===== config.mk =====
export PLATFORM = sky130hd
export DESIGN_NAME = mem_stage
export DESIGN_NICKNAME = d
export VERILOG_FILES = /design/src/rtl/core_pkg.sv /design/src/rtl/lsu_align.sv /design/src/rtl/mem_stage.sv
export SDC_FILE = /design/constraint.sdc
export NUM_CORES = 1
export LEC_CHECK = 0
export CORE_ASPECT_RATIO = 1.75
export CORE_MARGIN = 5
export CORE_UTILIZATION = 46
export CTS_BUF_LIST = sky130_fd_sc_hd__clkbuf_4
export DETAILED_ROUTE_END_ITERATION = 10
export GPL_ROUTABILITY_DRIVEN = 0
export PLACE_DENSITY = 0.83
export SKIP_CTS_REPAIR_TIMING = 1
export SYNTH_ARGS = -nofsm -noshare
export SYNTH_HDL_FRONTEND = slang
export SYNTH_SLANG_ARGS = --single-unit

===== constraint.sdc =====
create_clock -name clk -period 2.9 [get_ports clk]
set_input_delay 0.29 -clock clk [delete_from_list [all_inputs] [get_ports clk]]
set_output_delay 0.29 -clock clk [all_outputs]
set_load 0.05 [all_outputs]

===== src/rtl/core_pkg.sv =====
// ---------------------------------------------------------------------------
// core_pkg: shared constants and types for the memory-access stage.
//   - RV32 opcode values for loads and stores
//   - funct3 encodings for the supported load/store widths
//   - mem_state_e: state encoding of the mem_stage controller
//   - is_mem_op(): true when an opcode needs the data-memory port
// ---------------------------------------------------------------------------
package core_pkg;

  localparam logic [6:0] OPC_LOAD  = 7'b0000011;
  localparam logic [6:0] OPC_STORE = 7'b0100011;

  localparam logic [2:0] F3_LB  = 3'b000;
  localparam logic [2:0] F3_LH  = 3'b001;
  localparam logic [2:0] F3_LW  = 3'b010;
  localparam logic [2:0] F3_LBU = 3'b100;
  localparam logic [2:0] F3_LHU = 3'b101;
  localparam logic [2:0] F3_SB  = 3'b000;
  localparam logic [2:0] F3_SH  = 3'b001;
  localparam logic [2:0] F3_SW  = 3'b010;

  typedef enum logic [1:0] {
    IDLE = 2'd0,
    REQ  = 2'd1,
    WAIT = 2'd2,
    OUT  = 2'd3
  } mem_state_e;

  function automatic logic is_mem_op(input logic [6:0] opcode);
    return (opcode == OPC_LOAD) || (opcode == OPC_STORE);
  endfunction

endpackage


===== src/rtl/lsu_align.sv =====
// ---------------------------------------------------------------------------
// lsu_align: purely combinational byte-lane logic for loads and stores.
//   is_store   in   1 = store, 0 = load
//   funct3     in   access width / signedness
//   addr_lo    in   byte offset within the word
//   rs2        in   raw store data
//   rdata      in   raw word returned by data memory
//   be         out  byte enables (0 for illegal/misaligned accesses)
//   wdata      out  store data replicated across the byte lanes
//   load_data  out  shifted and sign/zero-extended load result
//   misalign   out  access is misaligned or uses an illegal funct3
// ---------------------------------------------------------------------------
module lsu_align
  import core_pkg::*;
(
  input  logic        is_store,
  input  logic [2:0]  funct3,
  input  logic [1:0]  addr_lo,
  input  logic [31:0] rs2,
  input  logic [31:0] rdata,
  output logic [3:0]  be,
  output logic [31:0] wdata,
  output logic [31:0] load_data,
  output logic        misalign
);

  logic        illegal_f3;
  logic        bad_align;
  logic [31:0] rdata_shifted;

  // Loads allow the unsigned byte/half forms; stores only SB/SH/SW.
  always_comb begin
    illegal_f3 = 1'b0;
    if (is_store) begin
      illegal_f3 = (funct3 > F3_SW);
    end else begin
      illegal_f3 = (funct3 == 3'b011) || (funct3 == 3'b110) || (funct3 == 3'b111);
    end
  end

  // funct3[1:0] encodes the width for every legal load/store: 00 byte, 01 half, 10 word.
  always_comb begin
    bad_align = 1'b0;
    case (funct3[1:0])
      2'b01:   bad_align = addr_lo[0];
      2'b10:   bad_align = (addr_lo != 2'b00);
      default: bad_align = 1'b0;
    endcase
  end

  assign misalign = illegal_f3 || bad_align;

  always_comb begin
    be = 4'b0000;
    if (!misalign) begin
      case (funct3[1:0])
        2'b00:   be = 4'b0001 << addr_lo;
        2'b01:   be = 4'b0011 << addr_lo;
        2'b10:   be = 4'b1111;
        default: be = 4'b0000;
      endcase
    end
  end

  // Each byte lane picks its source byte so the enabled lanes carry the data
  // regardless of offset: bytes repeat every lane, halves every other lane.
  for (genvar gi = 0; gi < 4; gi++) begin : g_lane
    always_comb begin
      case (funct3[1:0])
        2'b00:   wdata[8*gi +: 8] = rs2[7:0];
        2'b01:   wdata[8*gi +: 8] = rs2[8*(gi % 2) +: 8];
        default: wdata[8*gi +: 8] = rs2[8*gi +: 8];
      endcase
    end
  end

  assign rdata_shifted = rdata >> {addr_lo, 3'b000};

  always_comb begin
    load_data = 32'h0;
    case (funct3)
      F3_LB:   load_data = {{24{rdata_shifted[7]}}, rdata_shifted[7:0]};
      F3_LH:   load_data = {{16{rdata_shifted[15]}}, rdata_shifted[15:0]};
      F3_LW:   load_data = rdata_shifted;
      F3_LBU:  load_data = {24'h0, rdata_shifted[7:0]};
      F3_LHU:  load_data = {16'h0, rdata_shifted[15:0]};
      default: load_data = 32'h0;
    endcase
  end

endmodule


===== src/rtl/mem_stage.sv =====
// ---------------------------------------------------------------------------
// mem_stage: memory-access pipeline stage between EX and WB.
//   clk, reset_i           clock and synchronous active-high reset
//   EX_MEM_*_i / MEM_EX_get_o   give/get input from EX (instr, ALU result, rs2)
//   MEM_WB_*_o / WB_MEM_get_i   give/get output to WB (instr, final data)
//   dmem_*                 data-memory port, req held until gnt, then rvalid
//   misalign_o             one-cycle pulse when an access is rejected
// Non-memory instructions pass through with one cycle of latency; in OUT the
// stage accepts from EX in the same cycle WB takes, so ALU ops stream without
// bubbles.
// ---------------------------------------------------------------------------
module mem_stage
  import core_pkg::*;
#(
  parameter int BITSIZE = 32
) (
  input  logic               clk,
  input  logic               reset_i,
  input  logic               EX_MEM_give_i,
  output logic               MEM_EX_get_o,
  input  logic [31:0]        EX_MEM_instruction_i,
  input  logic [BITSIZE-1:0] EX_MEM_d_i,
  input  logic [BITSIZE-1:0] EX_MEM_rs2_i,
  output logic               MEM_WB_give_o,
  input  logic               WB_MEM_get_i,
  output logic [31:0]        MEM_WB_instruction_o,
  output logic [BITSIZE-1:0] MEM_WB_d_o,
  output logic               dmem_req_o,
  output logic               dmem_we_o,
  output logic [BITSIZE-1:0] dmem_addr_o,
  output logic [3:0]         dmem_be_o,
  output logic [BITSIZE-1:0] dmem_wdata_o,
  input  logic               dmem_gnt_i,
  input  logic               dmem_rvalid_i,
  input  logic [BITSIZE-1:0] dmem_rdata_i,
  output logic               misalign_o
);

  if (BITSIZE != 32) begin : g_bitsize_check
    $error("mem_stage: only BITSIZE = 32 is supported");
  end

  mem_state_e         state_reg, state_next;
  logic [31:0]        instr_reg, instr_next;
  logic [BITSIZE-1:0] addr_reg, addr_next;
  logic [BITSIZE-1:0] rs2_reg, rs2_next;
  logic [BITSIZE-1:0] d_reg, d_next;
  logic               misalign_reg, misalign_next;

  logic               accept;
  logic               in_req;
  logic               store_reg;

  // The aligner is shared: while IDLE/OUT it looks at the incoming EX
  // instruction (for decode), in REQ/WAIT at the latched one (for the
  // memory access itself).
  logic               sel_ex;
  logic [6:0]         al_opcode;
  logic [2:0]         al_funct3;
  logic [1:0]         al_addr_lo;
  logic [31:0]        al_rs2;
  logic [3:0]         al_be;
  logic [31:0]        al_wdata;
  logic [31:0]        al_load_data;
  logic               al_misalign;

  assign sel_ex     = (state_reg == IDLE) || (state_reg == OUT);
  assign al_opcode  = sel_ex ? EX_MEM_instruction_i[6:0]   : instr_reg[6:0];
  assign al_funct3  = sel_ex ? EX_MEM_instruction_i[14:12] : instr_reg[14:12];
  assign al_addr_lo = sel_ex ? EX_MEM_d_i[1:0]             : addr_reg[1:0];
  assign al_rs2     = sel_ex ? EX_MEM_rs2_i                : rs2_reg;

  lsu_align u_align (
    .is_store  (al_opcode == OPC_STORE),
    .funct3    (al_funct3),
    .addr_lo   (al_addr_lo),
    .rs2       (al_rs2),
    .rdata     (dmem_rdata_i),
    .be        (al_be),
    .wdata     (al_wdata),
    .load_data (al_load_data),
    .misalign  (al_misalign)
  );

  // Get is held low while reset is asserted so nothing appears accepted.
  assign MEM_EX_get_o = !reset_i &&
                        ((state_reg == IDLE) || ((state_reg == OUT) && WB_MEM_get_i));
  assign accept       = EX_MEM_give_i && MEM_EX_get_o;

  assign in_req    = (state_reg == REQ);
  assign store_reg = (instr_reg[6:0] == OPC_STORE);

  assign MEM_WB_give_o        = (state_reg == OUT);
  assign MEM_WB_instruction_o = instr_reg;
  assign MEM_WB_d_o           = d_reg;
  assign misalign_o           = misalign_reg;

  // Memory port is driven only in REQ so it reads as all-zero otherwise.
  assign dmem_req_o   = in_req;
  assign dmem_we_o    = in_req && store_reg;
  assign dmem_addr_o  = in_req ? {addr_reg[BITSIZE-1:2], 2'b00} : '0;
  assign dmem_be_o    = in_req ? al_be : 4'b0000;
  assign dmem_wdata_o = (in_req && store_reg) ? al_wdata : '0;

  always_comb begin
    state_next    = state_reg;
    instr_next    = instr_reg;
    addr_next     = addr_reg;
    rs2_next      = rs2_reg;
    d_next        = d_reg;
    misalign_next = 1'b0;

    case (state_reg)
      IDLE: ;
      REQ: begin
        if (dmem_gnt_i) begin
          if (store_reg) begin
            state_next = OUT;
          end else if (dmem_rvalid_i) begin
            d_next     = al_load_data;
            state_next = OUT;
          end else begin
            state_next = WAIT;
          end
        end
      end
      WAIT: begin
        if (dmem_rvalid_i) begin
          d_next     = al_load_data;
          state_next = OUT;
        end
      end
      OUT: begin
        if (WB_MEM_get_i) begin
          state_next = IDLE;
        end
      end
      default: state_next = IDLE;
    endcase

    // A new EX transfer (from IDLE, or from OUT as WB drains) overrides the
    // above and is decoded straight away.
    if (accept) begin
      instr_next = EX_MEM_instruction_i;
      addr_next  = EX_MEM_d_i;
      rs2_next   = EX_MEM_rs2_i;
      if (!is_mem_op(EX_MEM_instruction_i[6:0])) begin
        d_next     = EX_MEM_d_i;
        state_next = OUT;
      end else if (al_misalign) begin
        d_next        = '0;
        misalign_next = 1'b1;
        state_next    = OUT;
      end else begin
        // Stores keep the ALU result as their writeback value; loads
        // overwrite it once rdata arrives.
        d_next     = EX_MEM_d_i;
        state_next = REQ;
      end
    end
  end

  always_ff @(posedge clk) begin
    if (reset_i) begin
      state_reg    <= IDLE;
      instr_reg    <= '0;
      addr_reg     <= '0;
      rs2_reg      <= '0;
      d_reg        <= '0;
      misalign_reg <= 1'b0;
    end else begin
      state_reg    <= state_next;
      instr_reg    <= instr_next;
      addr_reg     <= addr_next;
      rs2_reg      <= rs2_next;
      d_reg        <= d_next;
      misalign_reg <= misalign_next;
    end
  end

endmodule


# [Yosys cells after proc, flatten, opt, wreduce, memory -nomap -nowiden]
# Index checks and enable logic that the tools add are counted.
[op_classes] magnitude_cmp=1 n_eq_ne=20 shifts=3 muxes=32 bitwise=2 reduce_logical=21
[op_table] op="two-way mux 32 bit" count=9
[op_table] op="case mux 32 bit (5 select lines)" count=1
[op_table] op="case mux 32 bit (2 select lines)" count=1
[op_table] op="right shift 32 x 5 -> 32 bit" count=1
[op_table] op="== test 7 x 6 -> 1 bit (second input constant)" count=3
[op_table] op="two-way mux 8 bit" count=2
[op_table] op="case mux 8 bit (2 select lines)" count=1
[op_table] op="two-way mux 2 bit" count=7
[op_table] op="== test 3 bit (second input constant)" count=4
[op_table] op="case mux 4 bit (3 select lines)" count=1
[op_table] op="!= test 3 bit (second input constant)" count=3
[op_table] op="two-way mux 4 bit" count=2
[op_table] op="== test 7 x 2 -> 1 bit (second input constant)" count=1
[op_table] op="two-way mux 7 bit" count=1
[op_table] op="== test 2 bit (second input constant)" count=3
[op_table] op="== test 3 x 2 -> 1 bit (second input constant)" count=2
[op_table] op="logical OR 1 bit" count=6
[op_table] op="case mux 2 bit (3 select lines)" count=1
[op_table] op="== test 2 x 1 -> 1 bit (second input constant)" count=2
[op_table] op="logical AND 1 bit" count=4
[op_table] op="logical NOT 2 bit" count=2
[op_table] op="two-way mux 1 bit" count=4
[op_table] op="AND reduction 4 bit" count=1
[op_table] op="nonzero test 4 bit" count=1
[op_table] op="other kinds (15)" count=16
[word_totals] ff_bits=131 inputBits=134 out_inout_bits=137 wordCells=85

# [Logic depth before layout (Yosys ltp)]
# Gate-level depths: netlist of the first run.
[logic_depth] ltp_word=11 ltp_mapped=12 mapped_depth_nobuf=8

# [Cells and area by module]
# Synthesis of the first run repeated with hierarchy kept, for this count alone.
[unflattened] cells_unflattened=998 area_unflattened_um2=8036.5
[modules_own_cells] mod="mem_stage" instances=1 cells_each=796 area_per_inst_um2=6670.1 seq_area_each_um2=2622.5
[modules_own_cells] mod="lsu_align" instances=1 cells_each=202 area_per_inst_um2=1366.3 seq_area_each_um2=0.0

# [Worst setup path before layout of the first run]
# OpenSTA, ideal clock, no wires.
[synth_path] path_type="register to output" startpoint="register state_reg[0]" endpoint="output port dmem_wdata_o[14]" t_arrival_ns=3.097 required_ns=2.610 setup_slack_ns=-0.487 path_stages_with_launch=11 path_buffers=5 path_cell_list="dfxtp_1 > inv_1 > ha_1 > buf_6 > buf_6 > buf_4 > a21oi_1 > buf_4 > clkbuf_1 > nor2_1 > a211oi_1"
[synth_between] elab_chain_cells=6 word_cells_on_any_way=10 cone_classes="eq/ne (2); mux (4); reduce/logical (4)"
[synth_lines] item="start: declaration" line="mem_stage.sv:43" source="mem_state_e state_reg, state_next;"
[synth_lines] item="start signal: assignment" line="mem_stage.sv:172" source="state_reg <= state_next;"
[synth_lines] item="== test 2 bit or logical NOT 2 bit (tied branches)" line="mem_stage.sv:67" source="assign sel_ex = (state_reg == IDLE) || (state_reg == OUT);"
[synth_lines] item="logical OR 1 bit" line="mem_stage.sv:67"
[synth_lines] item="two-way mux 3 bit" line="mem_stage.sv:69" source="assign al_funct3 = sel_ex ? EX_MEM_instruction_i[14:12] : instr_reg[14:12];"
[synth_lines] item="logical NOT 2 bit" line="lsu_align.sv:69" source="case (funct3[1:0])"
[synth_lines] item="two-way mux 8 bit" line="lsu_align.sv:69"
[synth_lines] item="two-way mux 32 bit *" line="mem_stage.sv:103" source="assign dmem_wdata_o = (in_req && store_reg) ? al_wdata : '0;"
[synth_lines] item="end: declaration" line="mem_stage.sv:32" source="output logic [BITSIZE-1:0] dmem_wdata_o,"
# Every way passes the cells marked *; elsewhere a longest branch is shown, timed or not.

# [Worst setup path in the final report of the first run]
[layout_path] startpoint="register state_reg[1]" endpoint="output port dmem_wdata_o[28]"
[layout_between] elab_chain_cells=6 word_cells_on_any_way=11 cone_classes="eq/ne (3); mux (4); reduce/logical (4)"
[layout_lines] item="== test 2 bit or logical NOT 2 bit (tied branches)" line="mem_stage.sv:67"
[layout_lines] item="logical OR 1 bit" line="mem_stage.sv:67"
[layout_lines] item="two-way mux 3 bit" line="mem_stage.sv:69"
[layout_lines] item="== test 2 x 1 -> 1 bit or logical NOT 2 bit (tied branches)" line="lsu_align.sv:69"
[layout_lines] item="case mux 8 bit (2 select lines)" line="lsu_align.sv:69"
[layout_lines] item="two-way mux 32 bit *" line="mem_stage.sv:103"
# Marks and branches as above.

==> impl_metrics.env, run 1 <==
export IMPL_synth_top_area_share_pct=36.33
export IMPL_worst_slack_ns=-0.1280
export IMPL_post_drt_via_cell_ratio=5.736
export IMPL_grt_pass1_wl_um=41520
export IMPL_crit_chain="inv_4 -> ha_4 -> buf_12 -> mux2i_4 -> buf_12 -> nor2_1 -> a211oi_2 -> a211oi_2 -> buf_12"
export IMPL_grt_overflow_total=0
export IMPL_slew_violations=0
export IMPL_grt_usage_pct=27.82
export IMPL_wl_met2_um=14910
export IMPL_cts_root_buf="clkbuf_4"
export IMPL_dpl_cell_area_um2=10740
export IMPL_fmax_mhz=330.2
export IMPL_syn_area_um2=7219
export IMPL_crit_path_end_kind="output port"
export IMPL_core_um2=15390
export IMPL_highest_layer="met4"
export IMPL_peakVddDrop_uv=694.9
export IMPL_synth_seq_area_share_pct=36.33
export IMPL_die_x_um=104.7
export IMPL_ys_async_sr_fraction_pct=0
export IMPL_synth_simple_area_share_pct=30.07
export IMPL_hpwl_um=19580
export IMPL_critical_path_class="reg -> out"
export IMPL_cts_buffers=17
export IMPL_place_inst=1333
export IMPL_synth_edf_count=0
export IMPL_clk_latency_ns=0.54
export IMPL_die_h_um=175.7
export IMPL_p_per_area_nw_per_um2=868.1
export IMPL_slew_headroom_pct=29.17
export IMPL_avgSynthCellArea_um2=7.839
export IMPL_syn2layout_area_growth_pct=60.45
export IMPL_synth_top_flop_cell="dfxtp_1"
export IMPL_grt_max_degree=111
export IMPL_worst_pin_slew_ns=1.062
export IMPL_final_nets=1318
export IMPL_synth_area_leaders="dfxtp_1 36%, nand2_1 12%, mux2i_1 5.3%"
export IMPL_cts_sinks=131
export IMPL_drt_met1_wl_um=9506
export IMPL_h_tree_depth=4
export IMPL_hold_viol_final=0
export IMPL_met3_length_um=1935
export IMPL_vias=7910
export IMPL_synth_seq_cells=131
export IMPL_synth_top_family_by_area="simple AND/OR/NAND/NOR gates"
export IMPL_crit_path_max_fanout=17
export IMPL_violations="negative setup slack"
export IMPL_hp_class="in -> reg"
export IMPL_fin_worst_skew_ns=0.02589
export IMPL_fin_cells=1379
export IMPL_synthAdderAreaFrac_pct=0.8666
export IMPL_critPathArrivalTime_ns=2.74
export IMPL_maxCapViolCount=0
export IMPL_dieArea_um2=18400
export IMPL_drive_above_1_share_pct=19.55
export IMPL_routed_wl_um=27670
export IMPL_drtIter0Drc=425
export IMPL_start_kind="register"
export IMPL_wire_per_inst_um=20.07
export IMPL_rsz0062_at_grt="true"
export IMPL_port_buffers=268
export IMPL_fin_tns_setup_ns=-0.4599
export IMPL_fp_row_count=60
export IMPL_yosys_mux_area_fraction_pct=7.747
export IMPL_yosys_area_top_type="dfxtp_1"
export IMPL_path_buf_inv=4
export IMPL_crit_family="buffers and inverters"
export IMPL_start_util_pct=46.91
export IMPL_period_share_pct=104.4
export IMPL_fin_area_um2=11580
export IMPL_netlist_instances=921
export IMPL_synth_xor_area_share_pct=0
export IMPL_ios=271
export IMPL_p_leak_nw=4.561
export IMPL_finalCriticalPeriod_ns=3.028
export IMPL_postRouteAntennaNets=0
export IMPL_synth_compound_area_share_pct=19.51
export IMPL_finalSetupViolCount=10
export IMPL_dr_pass1_iters=5
export IMPL_cts_reportedPaths_clkPinSlew_ns=0.15
export IMPL_ys_types=58
export IMPL_drc=0
export IMPL_slowest_stage="dfxtp_2"
export IMPL_antenna_found_initial=1
export IMPL_status="finished, violations left"
export IMPL_cpPeakStageDelay_ns=0.38
export IMPL_grt_pass1_vias=7741
export IMPL_synth_warnings=0
export IMPL_clock_tree_buffer_depth=2
export IMPL_crit_top_cell="buf_12"
export IMPL_worst_ep_required_time_ns=2.61
export IMPL_cts_tree="yes"
-- stage by stage --
step                total power, mW  utilization (%)  setup slack [ns]  hold slack (ns)
finish                        10.06            75.27           -0.1280           0.2555
global route                  10.55            75.27           -0.1788           0.2138
CTS                           9.072            71.57           -0.4115           0.2310
detailed placement            7.836            69.80           0.02716           0.4433
global placement              7.741            69.80            0.1162           0.4371
floorplan                     6.108                -           -0.4475           0.3890
-- layout by cell type, fill, tap and decap left out, drive strengths merged, types with 7 or more instances in the layout --
cell	Yosys	layout
a211oi	42	42
mux2	14	14
a221o	23	23
o21ai	24	24
dfxtp	131	131
mux2i	39	39
a21o	10	10
and2	32	32
o2bb2ai	7	7
nor3	17	17
buf	28	118
nor2	47	47
a311oi	9	9
nand2b	21	21
clkdlybuf4s50	0	198
a21oi	65	65
and3	38	38
nand2	229	229
inv	6	12
clkbuf	52	19
nand3b	48	48
-- cells by family (layout without fill, tap and decap cells) --
group | after synthesis | after routing
multiplexers | 53 | 53
adder cells (fa/ha/maj) | 5 | 5
AO/OA/AOI/OAI | 200 | 200
buffers and inverters | 86 | 356
other | 1 | 3
flip-flops | 131 | 131
AND/OR/NAND/NOR | 445 | 445
-- synth_stat cells (2+ instances only) --
cell and count:
nand2_1 229, dfxtp_1 131, a21oi_1 65, clkbuf_1 51
nand3b_1 48, nor2_1 45, a211oi_1 41, and3_1 38
mux2i_1 38, and2_1 32, a221o_1 23, o21ai_0 22
nand2b_1 21, nor3_1 16, buf_2 12, mux2_2 12
a21o_1 10, a311oi_1 9, buf_1 7, o2bb2ai_1 7
inv_1 6, buf_6 5, ha_1 5, buf_4 4
nor2b_1 4, a2111oi_0 3, mux2_4 2, nor4b_1 2
o21a_1 2, o21ai_1 2, or4b_1 2
-- per-layer routing --
metal	GRT usage, %	vias to the layer above
met5	0	-
li1	-	3729
met4	12.80	0
met1	29.58	3714
met2	51.16	376
met3	6.620	91
-- area by class of cell --
| class | instances | area, um2 |
|---|---|---|
| clock inverter | 15 | 143.9 |
| sequential | 131 | 2626 |
| inverter | 6 | 25.02 |
| tap | 186 | 232.7 |
| multi-input combinational | 705 | 4687 |
| timing repair buffer | 318 | 3739 |
| fill | 1051 | 3806 |
| clock buffer | 17 | 127.6 |
| antenna | 1 | 2.502 |
-- power breakdown --
group	switching, mW	internal [mW]
combinational	3.86	2.51
clock	0.790	0.443
sequential	0.248	2.21
total	4.90	5.16
-- worst paths after layout --
kind | from | endpoint | slack, ns | cells past startpoint
worst max-delay path | state_reg[1]$_SDFFE_PP0P_ | dmem_wdata_o[28] | -0.13 | 9
worst min-delay path | EX_MEM_instruction_i[10] | MEM_WB_instruction_o[10]$_SDFFE_PP0P_ | 0.26 | 3
worst max register to register | state_reg[1]$_SDFFE_PP0P_ | MEM_WB_d_o[18]$_SDFFE_PP0P_ | 0.08 | 8
worst min register to register | addr_reg[7]$_SDFFE_PP0P_ | addr_reg[7]$_SDFFE_PP0P_ | 0.46 | 2
-- worst reg2reg max path, cell delays in order (launching register included) --
cell and delay, ns:
dfxtp_2 0.38, inv_4 0.06, ha_4 0.33, buf_12 0.16, mux2i_4 0.34, o21ai_0 0.16
o311a_1 0.23, nor3_4 0.82, a221o_1 0.28
No activity file was read; power rests on OpenSTA's default activity.
==> inputs of run 2 (changes only) <==
Settings changed: CTS_CLUSTER_SIZE set to 25.
==> results of run 2 <==
The final DEF is identical to that of run 1; final timing and power are the same.
